`src/rtl/mem_resp_pkg.sv`:
```
// Shared definitions for the memory response model: command/type codes,
// FSM state encoding, widths and access-size helpers.
package mem_resp_pkg;

    localparam int unsigned WORD_W = 64;
    localparam int unsigned ADDR_W = 40;
    localparam int unsigned CMD_W  = 5;
    localparam int unsigned TYP_W  = 3;
    localparam int unsigned CNT_W  = 4;

    // Command codes; anything else is a no-op
    localparam logic [CMD_W-1:0] M_XRD = 5'd0;
    localparam logic [CMD_W-1:0] M_XWR = 5'd1;

    // Access size/sign codes; code 7 behaves like MT_D
    localparam logic [TYP_W-1:0] MT_B  = 3'd0;
    localparam logic [TYP_W-1:0] MT_H  = 3'd1;
    localparam logic [TYP_W-1:0] MT_W  = 3'd2;
    localparam logic [TYP_W-1:0] MT_D  = 3'd3;
    localparam logic [TYP_W-1:0] MT_BU = 3'd4;
    localparam logic [TYP_W-1:0] MT_HU = 3'd5;
    localparam logic [TYP_W-1:0] MT_WU = 3'd6;

    typedef enum logic [1:0] {
        ST_IDLE = 2'd0,
        ST_WAIT = 2'd1,
        ST_RESP = 2'd2
    } state_e;

    // log2 of access size in bytes
    function automatic logic [1:0] typ_size(input logic [TYP_W-1:0] typ);
        case (typ)
            MT_B, MT_BU: typ_size = 2'd0;
            MT_H, MT_HU: typ_size = 2'd1;
            MT_W, MT_WU: typ_size = 2'd2;
            default:     typ_size = 2'd3;
        endcase
    endfunction

    // Signed codes are 0..3; doublewords need no extension anyway
    function automatic logic typ_signed(input logic [TYP_W-1:0] typ);
        typ_signed = ~typ[2];
    endfunction

endpackage

```
`src/rtl/mem_resp_lane.sv`:
```
// Subword lane logic: load extract/extend and store byte-lane merge.
// Only used when MEM_RESP_MODEL_SUBWORD_EN is defined.
module mem_resp_lane
    import mem_resp_pkg::*;
(
    input  logic [2:0]  typ_i,
    input  logic [2:0]  off_i,
    input  logic [63:0] word_i,
    input  logic [63:0] wdata_i,
    output logic [63:0] ld_data_c,
    output logic [63:0] st_word_c
);

    logic [1:0]  size;
    logic        sgn;
    logic [2:0]  lane_off;
    logic [5:0]  shamt;
    logic [63:0] shifted;
    logic [63:0] mask;
    logic        msb;
    logic [63:0] lane_mask;

    // Align the byte offset to the access size, then extract/extend and merge
    always_comb begin
        size      = typ_size(typ_i);
        sgn       = typ_signed(typ_i);
        lane_off  = 3'd0;
        mask      = '1;
        msb       = 1'b0;
        case (size)
            2'd0:    lane_off = off_i;
            2'd1:    lane_off = {off_i[2:1], 1'b0};
            2'd2:    lane_off = {off_i[2], 2'b00};
            default: lane_off = 3'd0;
        endcase
        shamt   = 6'({lane_off, 3'b000});
        shifted = word_i >> shamt;
        case (size)
            2'd0: begin
                mask = 64'h0000_0000_0000_00FF;
                msb  = shifted[7];
            end
            2'd1: begin
                mask = 64'h0000_0000_0000_FFFF;
                msb  = shifted[15];
            end
            2'd2: begin
                mask = 64'h0000_0000_FFFF_FFFF;
                msb  = shifted[31];
            end
            default: begin
                mask = '1;
                msb  = 1'b0;
            end
        endcase
        ld_data_c = shifted & mask;
        if (sgn && msb) begin
            ld_data_c = ld_data_c | ~mask;
        end
        lane_mask = mask << shamt;
        st_word_c = (word_i & ~lane_mask) | ((wdata_i << shamt) & lane_mask);
    end

endmodule

```
`config.mk`:
```
export PLATFORM = sky130hd
export DESIGN_NAME = mem_resp_lane
export DESIGN_NICKNAME = d
export VERILOG_FILES = /design/src/rtl/mem_resp_pkg.sv /design/src/rtl/mem_resp_lane.sv
export SDC_FILE = /design/constraint.sdc
export NUM_CORES = 1
export LEC_CHECK = 0
export BUFFER_PORTS_ARGS = -buffer_cell sky130_fd_sc_hd__buf_2
export CAP_MARGIN = 20
export CELL_PAD_IN_SITES_DETAIL_PLACEMENT = 2
export CELL_PAD_IN_SITES_GLOBAL_PLACEMENT = 2
export CORE_UTILIZATION = 23
export DETAILED_ROUTE_END_ITERATION = 7
export GPL_TIMING_DRIVEN = 0
export PLACE_DENSITY = 0.88
export SYNTH_ARGS = -nofsm -noshare
export SYNTH_HDL_FRONTEND = slang
export SYNTH_SLANG_ARGS = --single-unit
```
`constraint.sdc`:
```
create_clock -name vclk -period 4.58
set_clock_uncertainty 0.2 [all_clocks]
set_input_delay 0.458 -clock vclk [all_inputs]
set_output_delay 0.458 -clock vclk [all_outputs]
set_load 0.005 [all_outputs]
```
; ---- Word-level counts from Yosys, hierarchy flattened
; Index checks and enable logic that the tools add are counted.
[totals]
input_bits = 134
elab_cells = 29
output_inout_bits = 128
register_bits = 0
[op_classes]
bitwise_logic = 8
mux = 5
eq_ne = 7
n_shift = 3
n_reduce_logical = 6
[op_table]
columns = cell, n
row1 = AND 64 bit, 3
row2 = one-hot mux 64 bit (3 select lines), 1
row3 = inverter 64 bit, 2
row4 = bitwise OR 64 bit, 2
row5 = << shifter 64 x 6 -> 64 bit, 2
row6 = 2-to-1 mux 64 bit, 1
row7 = right shift 64 x 6 -> 64 bit, 1
row8 = equality test 3 bit (second input constant), 3
row9 = one-hot mux 3 bit (3 select lines), 1
row10 = one-hot mux 2 bit (3 select lines), 1
row11 = OR reduction 2 bit, 3
row12 = equality test 3 x 1 -> 1 bit (second input constant), 1
row13 = equality test 3 x 2 -> 1 bit (second input constant), 1
row14 = logical NOT 3 bit, 1
row15 = one-hot mux 1 bit (3 select lines), 1
row16 = equality test 2 x 1 -> 1 bit (second input constant), 1
row17 = equality test 2 bit (second input constant), 1
row18 = logical NOT 2 bit, 1
row19 = logical AND 1 bit, 1
row20 = inverter 1 bit, 1

; ---- Depth between registers and ports, before layout
[logic_depth]
depth_word = 9
depth_mapped = 9

; ---- Worst setup path after synthesis
; OpenSTA, ideal clock, no wires.
[synth_timing]
path_type = input -> output
from = input typ_i[1]
to = output ld_data_c[21]
cell_stages = 7
t_required_ns = 3.922
t_arrival_ns = 1.835
n_path_buf = 2
slack_ns = 2.087
cell_sequence = buf_6 nor4b_4 a221o_2 o211ai_4 a31oi_4 buf_6 a211oi_1
[synth_between]
elab_chain_len = 9
word_cells_on_any_way = 22
classes_between = eq/ne: 7 / shift: 1 / mux: 5 / bitwise: 3 / reduce/logical: 6
[synth_lines]
columns = element, line
row1 = from (decl), mem_resp_lane.sv:6  ; input logic [2:0] typ_i,
row2 = equality test 3 x 2 -> 1 bit (tied with other cells), mem_resp_pkg.sv:32  ; case (typ)
row3 = OR reduction 2 bit, mem_resp_pkg.sv:32
row4 = one-hot mux 2 bit (3 select lines) *, mem_resp_pkg.sv:32
row5 = equality test 2 bit (tied with other cells), "mem_resp_lane.sv:30, mem_resp_lane.sv:38"
row6 = one-hot mux 3 bit (3 select lines), mem_resp_lane.sv:30  ; case (size)
row7 = right shift 64 x 6 -> 64 bit, mem_resp_lane.sv:37  ; shifted = word_i >> shamt;
row8 = one-hot mux 1 bit (3 select lines) or AND 64 bit (tied branches), "mem_resp_lane.sv:38, mem_resp_lane.sv:56"
row9 = logical AND 1 bit or bitwise OR 64 bit (tied branches), "mem_resp_lane.sv:57, mem_resp_lane.sv:58"
row10 = 2-to-1 mux 64 bit *, mem_resp_lane.sv:57  ; if (sgn && msb) begin
row11 = to (decl), mem_resp_lane.sv:10  ; output logic [63:0] ld_data_c,
; Every way passes the cells marked *; elsewhere a longest branch is shown, timed or not.

; ---- Worst setup path after layout
[layout_timing]
from = input typ_i[1]
to = output st_word_c[44]
[layout_between]
elab_chain_len = 9
word_cells_on_any_way = 21
classes_between = eq/ne: 7 / shift: 2 / mux: 3 / bitwise: 4 / reduce/logical: 5
[layout_lines]
columns = element, line
row1 = equality test 3 x 2 -> 1 bit (tied with other cells), mem_resp_pkg.sv:32
row2 = OR reduction 2 bit, mem_resp_pkg.sv:32
row3 = one-hot mux 2 bit (3 select lines) *, mem_resp_pkg.sv:32
row4 = equality test 2 bit (tied with other cells), "mem_resp_lane.sv:30, mem_resp_lane.sv:38"
row5 = one-hot mux 64 bit (3 select lines) or one-hot mux 3 bit (3 select lines) (tied branches), "mem_resp_lane.sv:38, mem_resp_lane.sv:30"
row6 = << shifter 64 x 6 -> 64 bit, mem_resp_lane.sv:60  ; lane_mask = mask << shamt;
row7 = inverter 64 bit, mem_resp_lane.sv:61  ; st_word_c = (word_i & ~lane_mask) | ((wdata_i << shamt) & lane_mask);
row8 = AND 64 bit, mem_resp_lane.sv:61
row9 = bitwise OR 64 bit *, mem_resp_lane.sv:61
row10 = to (decl), mem_resp_lane.sv:11  ; output logic [63:0] st_word_c
; Marked as above.

==> impl_metrics.toml <==
[floorplan]
io_pins = 262
die_w_um = 136
initial_core_util = 0.238
dieArea_mm2 = 0.0186
die_h_um = 136
coreArea_mm2 = 0.0175
row_count = 48

[critical_path]
end_kind = "output pin"
crit_chain = "buf_6 > buf_4 > nand2_1 > nand2_1 > buf_2 > clkbuf_1 > a311oi_1 > a21oi_1 > buf_2"
crit_required_ns = 3.92
crit_type = "in2out"
path_max_fanout = 10
start_kind = "input pin"
slowest_delay_ns = 0.60
cpMaxStageDelayCell = "clkbuf_1"
crit_arrival_ns = 2.86

[cells_and_area]
seqCellArea_um2 = 0
fin_cells = 1125
fin_nets = 1035
drive_gt1_frac = 0.385
nFlopsAndLatches = 0
syn_to_final_growth_pct = 38.1
clkbuf_count = 0

[grt]
grt_overflow = 0
grt_pass1_vias = 6925
antenna_found_initial = 0
track_usage = 0.322
grt_pass1_wl_um = 44400
grt_max_degree = 11

[run]
cap_viol_max_count = 0

[yosys]
synth_top_area_share = 0.231
yosysTopAreaCell = "mux2i_1"
netlist_top_cells_count = "155 x nand2_1, 96 x mux2i_1, 55 x a21oi_1"
synth.area.top_cells = "mux2i_1 23%, nand2_1 14%, a21oi_1 6.6%"
seq_area_frac_synth = 0
yosysWarnings = 0
syn_inst = 639
synth_area_mm2 = 0.00416
synth_cell_type_count = 55
yosysMostFrequentCell = "nand2_1"
avgSynthCellArea_um2 = 6.51
synth_fp_nets = 773

[power]
power_mw = 0.820
power_density_mw_per_mm2 = 143
leakagePower_nw = 2.87
vdd_drop_max_mv = 0.0431

[placed_design]
place.gp.congestion = 0.943
portBuffers = 260
hpwl_um = 25600
placed_cells = 1124

[sta]
slew_violations = 0
post-route-period-util = 0.767
setup_violations = 0
finalHoldViolations = 0
rsz0062_at_grt = "no"
setup_tns_ns = 0
relSlewSlack = 0.386
post-route-min-period_ns = 3.51
worstMarginPinSlew_ns = 0.915
fmax_ghz = 0.285

[routing]
drtPass1Iterations = 6
ant_nets = 0
vias = 6719
viasPerCell = 5.97
drt-total-wl_um = 31200
route.detailed.drc = 0
wl_per_cell_um = 27.7
first_iter_violations = 649

[run_status]
status = "finished, final reports clean"

[clock_network]
hold_buffers = 0
post_cts_buffers = 0
post_cts_resized = 0

[min_path]
hold_path.class = "in2out"
-- report_power, final --
group / switching [mW] / internal, mW
registers: 0 / 0
logic: 0.504 / 0.316
clock network: 0 / 0.0000000292
-- critical path: cells and delay by family --
kind            cells  cell delay, ns
buf+inv             5            1.37
simple gates        2            0.43
compound gates      2            0.58
-- logic make-up after synthesis --
family	synth area share
and+or+nand+nor	0.246
AOI/OAI and AO/OA	0.334
muxes	0.331
buffers and inverters	0.0894
-- layout by cell type, fill, tap and decap left out, drive strengths merged, types with 2 or more instances in the layout --
cell type / synthesis / layout
o22ai: 20 / 20
a311oi: 3 / 3
buf: 43 / 303
inv: 8 / 8
o31ai: 9 / 9
nor3: 5 / 5
and3: 5 / 5
a311o: 3 / 3
o211ai: 4 / 4
nor4b: 2 / 2
a31oi: 7 / 7
nand2b: 4 / 4
a21boi: 2 / 2
a32oi: 12 / 12
o21ai: 47 / 47
a221o: 4 / 4
a21oi: 55 / 55
nor2b: 8 / 8
mux2i: 96 / 96
a211oi: 16 / 16
nand2: 155 / 155
nand3: 6 / 6
mux4: 7 / 7
a221oi: 4 / 4
a22oi: 14 / 14
nor2: 36 / 36
mux2: 23 / 23
o2111ai: 4 / 4
nand3b: 2 / 2
clkbuf: 23 / 23
-- area by class of cell --
class / count / area (µm²)
Antenna cell: 1 / 2.50
Buffer: 66 / 342
Tap cell: 225 / 282
Inverter: 8 / 30.0
Timing Repair Buffer: 260 / 1300
Fill cell: 2207 / 11700
Multi-Input combinational cell: 565 / 3790
-- worst paths after layout --
path / start / end / slack, ns / cells past startpoint
min: word_i[4] / st_word_c[4] / 1.05 / 3
max: typ_i[1] / st_word_c[44] / 1.07 / 9
-- metal layers --
metal,track usage,vias up,wire (µm)
met5,0,-,0
met4,0.110,0,981
met3,0.0574,83,3040
met2,0.525,455,14300
met1,0.422,3278,12900
li1,-,2903,-
-- through the flow --
stage	util	setup slack [ns]	area [µm²]	hold WS, ns
finish	0.329	1.07	5740	1.05
global route	0.328	1.05	5740	1.07
CTS	0.328	1.14	5740	1.05
detailed placement	0.328	1.15	5740	1.05
global placement	0.328	1.15	5740	1.04
floorplan	-	2.09	4160	0.810
Note: power is estimated with default switching activity, not from simulation.
